**src/rtl/usb_fs_rx.sv**
```systemverilog
// usb_fs_rx: USB full-speed packet receiver with oversampled clock recovery,
// NRZI decode, bit unstuffing, byte assembly and PID/CRC/length/EOP checks.
module usb_fs_rx #(
   parameter int OVERSAMPLE   = 4,
   parameter int MAX_BYTES    = 1027,
   parameter int RESET_CYCLES = 120,
   parameter bit CHECK_CRC    = 1'b1
) (
   input  logic        clock,
   input  logic        reset,
   input  logic        enable,
   input  logic        dp,
   input  logic        dn,
   output logic [7:0]  byte_data,
   output logic        byte_valid,
   output logic        packet_start,
   output logic        packet_end,
   output logic [3:0]  pid,
   output logic [10:0] byte_count,
   output logic [2:0]  error_code,
   output logic        packet_ok,
   output logic        bus_reset
);
   localparam int PW = $clog2(OVERSAMPLE);
   localparam int RW = $clog2(RESET_CYCLES + 1);
   localparam logic [PW-1:0] MID  = PW'(OVERSAMPLE / 2 - 1);
   localparam logic [PW-1:0] PMAX = PW'(OVERSAMPLE - 1);
   localparam logic [RW-1:0] RMAX = RW'(RESET_CYCLES);
   localparam logic [10:0]   MAXB = 11'(MAX_BYTES);
   localparam logic [1:0]    LJ   = 2'b10;
   localparam logic [1:0]    LK   = 2'b01;

   typedef enum logic [2:0] {IDLE, SYNC, DATA, EOP, ERR} state_t;

   state_t        state_q, state_d;
   logic [1:0]    sync1_q, sync1_d, sync2_q, sync2_d;
   logic [1:0]    last_q, last_d, prev_q, prev_d;
   logic [PW-1:0] phase_q, phase_d;
   logic [RW-1:0] rcnt_q, rcnt_d;
   logic [2:0]    ones_q, ones_d, bits_q, bits_d;
   logic [7:0]    sr_q, sr_d;
   logic [10:0]   cnt_q, cnt_d;
   logic [3:0]    alt_q, alt_d, nsamp_q, nsamp_d;
   logic [4:0]    crc5_q, crc5_d;
   logic [15:0]   crc16_q, crc16_d;
   logic          seen_q, seen_d;
   logic [7:0]    byte_data_q, byte_data_d;
   logic          byte_valid_q, byte_valid_d;
   logic          packet_start_q, packet_start_d;
   logic          packet_end_q, packet_end_d;
   logic [3:0]    pid_q, pid_d;
   logic [10:0]   byte_count_q, byte_count_d;
   logic [2:0]    error_code_q, error_code_d;
   logic          packet_ok_q, packet_ok_d;
   logic          bus_reset_q, bus_reset_d;

   logic [1:0]  line;
   logic        chg, stb, se0, se1, is_j, is_k, din;
   logic        fail, len_bad, crc_bad;
   logic [2:0]  code, eop_code;
   logic [4:0]  c5;
   logic [15:0] c16;
   logic [7:0]  byte_nxt;

   assign line = sync2_q;
   assign se0  = line == 2'b00;
   assign se1  = line == 2'b11;
   assign is_j = line == LJ;
   assign is_k = line == LK;
   // Only a clean J<->K edge realigns the bit clock
   assign chg  = (line[1] ^ line[0]) && (line == ~last_q);
   assign stb  = phase_q == MID;
   assign din  = line == prev_q;
   assign c5   = {crc5_q[3:0], 1'b0}
               ^ ((din ^ crc5_q[4]) ? 5'b00101 : 5'b0);
   assign c16  = {crc16_q[14:0], 1'b0}
               ^ ((din ^ crc16_q[15]) ? 16'h8005 : 16'h0);
   assign byte_nxt = {din, sr_q[7:1]};

   always_comb begin
      len_bad = 1'b0;
      crc_bad = 1'b0;
      unique case (pid_q[1:0])
         2'b01: begin
            len_bad = cnt_q != 11'd3;
            crc_bad = crc5_q != 5'b01100;
         end
         2'b10: len_bad = cnt_q != 11'd1;
         2'b11: begin
            len_bad = cnt_q < 11'd3;
            crc_bad = crc16_q != 16'h800D;
         end
         default: ;
      endcase
      if (bits_q != 3'd0)                   eop_code = 3'd3;
      else if (cnt_q == 11'd0 || len_bad)   eop_code = 3'd5;
      else if (CHECK_CRC && crc_bad)        eop_code = 3'd4;
      else                                  eop_code = 3'd0;
   end

   always_comb begin
      state_d        = state_q;
      sync1_d        = {dp, dn};
      sync2_d        = sync1_q;
      last_d         = line;
      prev_d         = prev_q;
      ones_d         = ones_q;
      bits_d         = bits_q;
      sr_d           = sr_q;
      cnt_d          = cnt_q;
      alt_d          = alt_q;
      nsamp_d        = nsamp_q;
      crc5_d         = crc5_q;
      crc16_d        = crc16_q;
      seen_d         = seen_q;
      byte_data_d    = byte_data_q;
      byte_valid_d   = 1'b0;
      packet_start_d = 1'b0;
      packet_end_d   = 1'b0;
      pid_d          = pid_q;
      byte_count_d   = byte_count_q;
      error_code_d   = error_code_q;
      packet_ok_d    = packet_ok_q;
      fail           = 1'b0;
      code           = 3'd0;
      if (chg)               phase_d = '0;
      else if (phase_q == PMAX) phase_d = '0;
      else                   phase_d = phase_q + PW'(1);
      if (!se0)                rcnt_d = '0;
      else if (rcnt_q == RMAX) rcnt_d = rcnt_q;
      else                     rcnt_d = rcnt_q + RW'(1);
      bus_reset_d = rcnt_d == RMAX;
      if (!enable) begin
         state_d = IDLE;
      end else begin
         unique case (state_q)
            IDLE: if (chg && is_k) begin
               state_d = SYNC;
               prev_d  = LJ;
               alt_d   = 4'd0;
               nsamp_d = 4'd0;
            end
            SYNC: if (stb) begin
               if (se0 || se1) begin
                  state_d = IDLE;
               end else begin
                  prev_d  = line;
                  nsamp_d = nsamp_q + 4'd1;
                  if (line != prev_q) alt_d = alt_q + 4'd1;
                  else                alt_d = 4'd0;
                  if (line == prev_q && is_k && alt_q >= 4'd3) begin
                     state_d = DATA;
                     ones_d  = 3'd1;
                     bits_d  = 3'd0;
                     cnt_d   = 11'd0;
                     crc5_d  = 5'h1F;
                     crc16_d = 16'hFFFF;
                  end else if (nsamp_q == 4'd11) begin
                     state_d = IDLE;
                  end
               end
            end
            DATA: if (stb) begin
               if (se0) begin
                  state_d = EOP;
               end else if (se1) begin
                  fail = 1'b1;
                  code = 3'd6;
               end else begin
                  prev_d = line;
                  if (ones_q == 3'd6) begin
                     ones_d = 3'd0;
                     if (din) begin
                        fail = 1'b1;
                        code = 3'd2;
                     end
                  end else begin
                     ones_d = din ? ones_q + 3'd1 : 3'd0;
                     sr_d   = byte_nxt;
                     bits_d = bits_q + 3'd1;
                     if (cnt_q != 11'd0) begin
                        crc5_d  = c5;
                        crc16_d = c16;
                     end
                     if (bits_q == 3'd7) begin
                        cnt_d = (cnt_q == 11'h7FF) ? cnt_q : cnt_q + 11'd1;
                        if (cnt_q >= MAXB) begin
                           fail = 1'b1;
                           code = 3'd5;
                        end else begin
                           byte_valid_d = 1'b1;
                           byte_data_d  = byte_nxt;
                           if (cnt_q == 11'd0) begin
                              packet_start_d = 1'b1;
                              pid_d          = byte_nxt[3:0];
                              if (byte_nxt[7:4] != ~byte_nxt[3:0]) begin
                                 fail = 1'b1;
                                 code = 3'd1;
                              end
                           end
                        end
                     end
                  end
               end
            end
            EOP: if (stb) begin
               if (se1) begin
                  fail = 1'b1;
                  code = 3'd6;
               end else if (!se0) begin
                  state_d      = IDLE;
                  packet_end_d = 1'b1;
                  error_code_d = eop_code;
                  packet_ok_d  = eop_code == 3'd0;
                  byte_count_d = cnt_q;
               end
            end
            ERR: if (stb) begin
               if (se0)                seen_d  = 1'b1;
               else if (is_j && seen_q) state_d = IDLE;
            end
            default: state_d = IDLE;
         endcase
         if (fail) begin
            state_d      = ERR;
            seen_d       = 1'b0;
            packet_end_d = 1'b1;
            error_code_d = code;
            packet_ok_d  = 1'b0;
            byte_count_d = cnt_q;
         end
      end
   end

   always_ff @(posedge clock or posedge reset) begin
      if (reset) begin
         state_q        <= IDLE;
         sync1_q        <= '0;
         sync2_q        <= '0;
         last_q         <= '0;
         prev_q         <= '0;
         phase_q        <= '0;
         rcnt_q         <= '0;
         ones_q         <= '0;
         bits_q         <= '0;
         sr_q           <= '0;
         cnt_q          <= '0;
         alt_q          <= '0;
         nsamp_q        <= '0;
         crc5_q         <= '0;
         crc16_q        <= '0;
         seen_q         <= 1'b0;
         byte_data_q    <= '0;
         byte_valid_q   <= 1'b0;
         packet_start_q <= 1'b0;
         packet_end_q   <= 1'b0;
         pid_q          <= '0;
         byte_count_q   <= '0;
         error_code_q   <= '0;
         packet_ok_q    <= 1'b0;
         bus_reset_q    <= 1'b0;
      end else begin
         state_q        <= state_d;
         sync1_q        <= sync1_d;
         sync2_q        <= sync2_d;
         last_q         <= last_d;
         prev_q         <= prev_d;
         phase_q        <= phase_d;
         rcnt_q         <= rcnt_d;
         ones_q         <= ones_d;
         bits_q         <= bits_d;
         sr_q           <= sr_d;
         cnt_q          <= cnt_d;
         alt_q          <= alt_d;
         nsamp_q        <= nsamp_d;
         crc5_q         <= crc5_d;
         crc16_q        <= crc16_d;
         seen_q         <= seen_d;
         byte_data_q    <= byte_data_d;
         byte_valid_q   <= byte_valid_d;
         packet_start_q <= packet_start_d;
         packet_end_q   <= packet_end_d;
         pid_q          <= pid_d;
         byte_count_q   <= byte_count_d;
         error_code_q   <= error_code_d;
         packet_ok_q    <= packet_ok_d;
         bus_reset_q    <= bus_reset_d;
      end
   end

   assign byte_data    = byte_data_q;
   assign byte_valid   = byte_valid_q;
   assign packet_start = packet_start_q;
   assign packet_end   = packet_end_q;
   assign pid          = pid_q;
   assign byte_count   = byte_count_q;
   assign error_code   = error_code_q;
   assign packet_ok    = packet_ok_q;
   assign bus_reset    = bus_reset_q;
endmodule
```
**config.mk**
```make
export PLATFORM = sky130hd
export DESIGN_NAME = usb_fs_rx
export DESIGN_NICKNAME = d
export VERILOG_FILES = /design/src/rtl/usb_fs_rx.sv
export SDC_FILE = /design/constraint.sdc
export NUM_CORES = 1
export LEC_CHECK = 0
export ABC_CLOCK_PERIOD_IN_PS = 9190
export CAP_MARGIN = 15
export CORE_MARGIN = 4
export CORE_UTILIZATION = 35
export DETAILED_ROUTE_END_ITERATION = 8
export HOLD_SLACK_MARGIN = 0.12
export PLACE_DENSITY = 0.5
export SKIP_LAST_GASP = 1
export SYNTH_ARGS = -nofsm -noshare
export SYNTH_HDL_FRONTEND = slang
export SYNTH_SLANG_ARGS = --single-unit
```
**constraint.sdc**
```tcl
create_clock -name clock -period 9.19 [get_ports clock]
set_input_delay 1.838 -clock clock [delete_from_list [all_inputs] [get_ports clock]]
set_output_delay 1.838 -clock clock [all_outputs]
set_load 0.01 [all_outputs]
```
==> metrics.md <==
| Metric | Value |
|---|---|
| Outcome | `finished, final reports clean` |
| Cts hold-fix bufs | `0` |
| Routed wire length | `11350 microns` |
| Drt first pass iters | `4` |
| N_diodes | `0` |
| Cells after synthesis | `527` |
| Startpoint type of the worst setup path | `input pin` |
| FF+latch count, synth | `105` |
| H-tree depth | `3` |
| Hold crit path type | `register to register` |
| Instance area at placement | `roughly 0.0058 sq mm` |
| Synthesized area per cell | `9.936 sq um` |
| Synth Flop Type | `dfrtp_1` |
| Critical Path AT | `about 4.1 ns` |
| Detail Placement HPWL | `7821 microns` |
| Number of global-route vias before repair | `3673` |
| Fin area | `0.006076 sq mm` |
| Clk_skew | `0.007664 ns` |
| Post-CTS setup buffer count | `0` |
| Vias per cell | `just over 5` |
| Core ar. | `0.01459 sq mm` |
| Total GRT Usage | `14.12%` |
| Pwr/cell area | `206.4 mW/mm^2` |
| Share of layout cells above drive strength 1 | `9.804%` |
| Boundary Pins | `36` |
| Port Buffers | `35` |
| Clk slew on worst S/H paths | `~0.06 ns` |
| Fin. max-slew vios | `0` |
| Kind of critical path | `input pin to register` |
| Die X-Extent | `~130 microns` |
| Vias | `3824` |
| YS warnings | `0` |
| P&R area growth vs syn | `16.03%` |
| Num rows | `44` |
| Cell internal pwr | `0.0008627 W` |
| Clk Latency, worst-skew pair | `0.35 ns` |
| Worst-path maximum fanout | `42` |
| GRT overflow | `0` |
| Hold_ws | `0.3483 ns` |
| Fin Setup TNS | `0 ns` |
| Synthesized cell area | `0.005236 sq mm` |
| Gpl congestion | `~0.85` |
| Leak Pwr | `2.640 nW` |
| Fin util | `41.65%` |
| Pin count of the biggest net entering global routing | `68` |
| Worst Path Required | `between 9 and 10 ns` |
| Worst slew margin | `37.65%` |
| First-pass GRT wire length | `18910 microns` |
| Syn nets | `about 550` |
| Number of CTS-inserted buffers | `9` |
| Ys async rst share | `100.0%` |
| Cts repair resizes | `0` |
| Final hold viol count | `0` |
| Residual DRC count | `0` |
| Buffer depth of the longest clock path | `2` |
| Layout Nets | `581` |
| Most common cell in the synthesized netlist | `dfrtp_1` |
| FILL cells | `1382` |
| Worst-Margin Slew | `0.9273 ns` |
| Seq/Total Area, Yosys | `50.18%` |
| Routed length per placed instance | `15.23 microns` |
| CTS Root Cell | `clkbuf_16` |
| Peak VDD IR | `0.0001654 V` |
| Number of enable flip-flop cells after synthesis | `0` |
| CTS tree | `yes` |
| Synth unique cells | `59` |
| Number of antenna-violating nets in the routed design | `0` |
| Post-synth top area share | `50.18%` |
| MaxCap Viol Count | `0` |
| RSZ-0062 raised after global routing | `false` |
| First DRT Iteration DRCs | `230` |
| Setup-failing EPs final | `0` |
| Die height | `130.3 microns` |
| Achievable clock frequency | `261.1 MHz` |
| Full die area | `0.01698 sq mm` |
| Initial antenna violation count | `0` |
| Commonest cells in the netlist | `dfrtp_1 (105), nor2_1 (63), nand2_1 (52)` |
| Top cells by area, synth | `dfrtp_1 (50%), mux2_2 (4.7%), ha_1 (4.5%)` |
| Sw Ratio | `31.21%` |
| Clock power frac | `around a third` |
| Clock Sinks | `105` |
| Synth area leader | `dfrtp_1` |
| Critical path capture point type | `register` |
| Clock period minus worst slack | `3.830 ns` |
| Period utilization | `41.67%` |
| Initial core utilization | `35.89%` |
| Comb power frac | `20.8%` |
| Net switching power figure | `slightly below 0.0004 W` |
| Sequential power share | `46.9%` |
## kinds of logic after synthesis
family	Yosys count	share of synthesized area, %
muxes	25	5.305
adders and majority gates	19	4.540
xor gates and xnor gates	27	4.516
and+or+nand+nor	211	20.07
buffers and inverters	42	3.297
DFF	105	50.18
AOI/OAI and AO/OA	98	12.09
## flip-flops by register name, indices dropped and copies added, names as in the netlist, 3 cells and up
signal / cells
error_code: 3
cnt_q: 11
sr_q: 7
ones_q: 3
crc5_q: 5
crc16_q: 16
pid: 4
alt_q: 4
nsamp_q: 4
rcnt_q: 7
bits_q: 3
byte_data: 8
byte_count: 11
state_q: 3
## final cells by class
class / count / area [sq um] / share of cell area, %
flip-flops and latches: 105 / 2628 / 43.25
repair buffers: 40 / 387.9 / 6.384
inverters: 21 / 81.33 / 1.339
multi-input cells: 380 / 2439 / 40.14
clock buffers: 10 / 229.0 / 3.769
well taps: 184 / 230.2 / 3.789
clock inverters: 5 / 81.33 / 1.339
## cells in the final DEF, fill, tap and decap left out, types with 6 or more instances in the layout
cell	Yosys	routed
dfrtp_1	105	105
nor2_1	63	62
nand2_1	52	52
clkdlybuf4s50_1	0	35
a21oi_1	31	31
mux2_2	22	22
inv_1	21	20
o21ai_0	19	19
ha_1	19	19
nor3_1	16	16
xor2_1	16	16
nand4_1	13	13
nand3_1	13	13
xnor2_1	11	11
and2_1	10	10
a31oi_1	9	9
clkbuf_16	0	9
nor2b_1	6	6
## routing by layer
layer / up-vias / GRT usage [%] / share of wire (%)
met1: 1832 / 20.31 / 51
met5: - / 0 / 0
li1: 1906 / - / -
met3: 14 / 3.848 / 4.1
met4: 0 / 4.645 / 1.7
met2: 72 / 20.61 / 44
## power groups by stage
stage                     clock network [W]  logic, W  registers, W
after global placement                    0  0.000256      0.000594
after detailed placement                  0  0.000263      0.000597
after global routing               0.000438  0.000300      0.000600
final                              0.000405  0.000261      0.000589
after floorplan                           0  0.000208      0.000577
after CTS                          0.000419  0.000264      0.000588
## path summary, 6_finish.rpt
path	slack, ns	to	cells after the start	startpoint
setup / recovery	5.36	crc16_q[15]$_DFFE_PP0P_	8	enable
hold / removal	0.35	last_d[1]$_DFF_PP0_	0	sync1_q[1]$_DFF_PP0_
setup reg to reg	5.88	pid[2]$_DFFE_PP0P_	5	cnt_q[2]$_DFFE_PP0P_
hold reg to reg	0.35	last_d[1]$_DFF_PP0_	0	sync1_q[1]$_DFF_PP0_
max in group asynchronous	6.12	rcnt_q[5]$_DFF_PP0_	3	reset
min in group asynchronous	2.02	byte_data[5]$_DFFE_PP0P_	2	reset
## critical path: stages
cell and delay [ns]:
clkdlybuf4s50_1 0.70, nor2b_1 0.28, o21ai_0 0.16, a221o_1 0.39, nor2_2 0.13, buf_4 0.35
a21oi_1 0.11, a21oi_1 0.12
## through the flow
step / instances / total power (W) / setup slack, ns
6_report: 745 / 0.001254 / 5.360
5_1_grt: 745 / 0.001339 / 5.180
4_1_cts: 745 / 0.001271 / 5.420
3_5_place_dp: 730 / 0.0008598 / 5.062
3_3_place_gp: 730 / 0.0008498 / 5.111
2_1_floorplan: 527 / 0.0007842 / 4.591
(Power assumes the default switching activity.)
==> variant (same flow settings) <==
The 5 states of `state_t` get a one-hot encoding in 5 bits.
--- a/src/rtl/usb_fs_rx.sv
+++ b/src/rtl/usb_fs_rx.sv
@@ -31,5 +31,5 @@
    localparam logic [1:0]    LK   = 2'b01;
 
-   typedef enum logic [2:0] {IDLE, SYNC, DATA, EOP, ERR} state_t;
+   typedef enum logic [4:0] {IDLE = 5'b00001, SYNC = 5'b00010, DATA = 5'b00100, EOP = 5'b01000, ERR = 5'b10000} state_t;
 
    state_t        state_q, state_d;
Function: no difference found for any inputs over 4 cycles, from zero or initial values and one cycle with reset high; so few cycles prove little.
==> variant against the original RTL <==
- wire length rose by 1.8%
- area after synthesis rose by 3.1%
- setup slack better by 0.011 ns
- sequential share of layout area grew 0.077 points
- sequential cell count rose by 2
- power is 4.8% lower
- cell area increased by 1.8%
- count of clock-buffer cells in the layout unchanged
- critical endpoint is now cnt_q[9]
==> variant: results <==
metrics = {
    "status": {
        "status": "finished, final reports clean",
    },
    "critical_path": {
        "r2r-start": "state_q[4]",
        "cp.arrival_ns": 4.03,
        "rrSetupSlack_ns": 6.03,
        "reg2reg_depth": 7,
        "r2r_end": "cnt_q[9]",
        "worstPathMaxFanout": 12,
    },
    "synthesis": {
        "yosysWarnings": 0,
        "yosys-top-cells-area": "dfrtp_1, nor2_1, ha_1, mux2_2, a21oi_1",
        "synth_compound_area_frac": 0.1268,
        "synthXorXnorAreaFrac": 0.04056,
        "synthAdderAreaFrac": 0.04403,
        "syn-num-nets": 547,
        "synth.distinct_cells": 66,
        "yosysSeqAreaShare": 0.4962,
        "muxShareOfSynthArea": 0.07068,
    },
    "timing": {
        "worstMarginPinSlew_ns": 0.8685,
        "skew_ns": 0.01397,
    },
    "finish": {
        "num-fill-cells": 1472,
        "nets": 575,
        "drive_above_1_share": 0.1171,
        "largest_reg_flops": 16,
    },
    "placed_design": {
        "hpwl_um": 8099,
        "place_congestion": 0.8227,
    },
    "grt": {
        "grt_max_degree": 71,
        "grt_pass1_wl_um": 20230,
        "grt_pass1_vias": 3949,
        "grt_usage": 0.1403,
    },
    "routing": {
        "avgViaCountPerCell": 5.236,
        "wire_per_inst_um": 15.55,
        "drtIter0Drc": 225,
    },
    "worst_hold_path": {
        "min_from": "sync1_q[1]",
    },
    "clock_tree": {
        "cts_root_buffer": "clkbuf_16",
    },
    "power": {
        "peakVddDrop_uv": 85.51,
        "leakage_nw": 2.825,
    },
}
-- variant: cell count changes after synthesis, moves of 4 or more --
cell	unedited run	this run
o31ai_1	3	7
o21ai_0	19	27
nor4_1	2	8
nand2_1	52	36
buf_2	0	6
mux2_4	0	9
clkbuf_1	18	9
nor2_1	63	71
nand4_1	13	8
nor3_1	16	10
-- variant: worst max-delay path by stage --
| stage | start | end | slack, ns | depth (start not counted) |
|---|---|---|---|---|
| finish | enable | cnt_q[9] | 5.37 | 6 |
| global route | enable | cnt_q[9] | 5.16 | 6 |
| CTS | enable | cnt_q[4] | 5.39 | 6 |
| detailed placement | enable | cnt_q[4] | 5.02 | 6 |
| global placement | enable | cnt_q[7] | 5.09 | 6 |
| floorplan | reset | alt_q[0] | 4.54 | 1 |
-- variant: area by class of cell --
| class | instances | area, µm² | area share |
|---|---|---|---|
| tap | 188 | 235.2 | 0.03804 |
| sequential | 107 | 2679 | 0.4332 |
| inverter | 19 | 73.82 | 0.01194 |
| multi-input combinational | 377 | 2539 | 0.4106 |
| clock inverter | 5 | 62.56 | 0.01012 |
| timing repair buffer | 37 | 365.4 | 0.05909 |
| clock buffer | 10 | 229.0 | 0.03703 |
-- variant: layer usage --
metal	track usage	vias up	routed length [µm]
met5	0	-	0
met4	0.04850	0	187
met3	0.02710	14	374
met2	0.2172	60	5284
met1	0.1975	1912	5707
li1	-	1904	-
-- variant: kinds of logic after synthesis --
| kind of cell | after synthesis |
|---|---|
| adders and majority gates | 19 |
| DFF | 107 |
| buffers and inverters | 39 |
| xor gates and xnor gates | 25 |
| AOI/OAI and AO/OA | 104 |
| muxes | 31 |
| and+or+nand+nor | 198 |
-- variant: critical path: stages --
cell and delay [ns]:
clkdlybuf4s50_1 0.76, o21ai_1 0.36, a2111oi_4 0.66, nand4_1 0.20, xor2_1 0.16, nor2_1 0.05
-- variant: per-stage QoR --
| stage | area [µm²] | std cells | setup WS, ns |
|---|---|---|---|
| detailed placement | 5892 | 728 | 5.018 |
| CTS | 6183 | 743 | 5.394 |
| global route | 6183 | 743 | 5.158 |
| finish | 6183 | 743 | 5.371 |
| floorplan | 5399 | 523 | 4.536 |
| global placement | 5892 | 728 | 5.088 |
-- variant: power by group --
group	total, mW	internal, mW	switching (mW)
clock	0.388	0.212	0.176
sequential	0.543	0.506	0.0363
combinational	0.264	0.0959	0.168
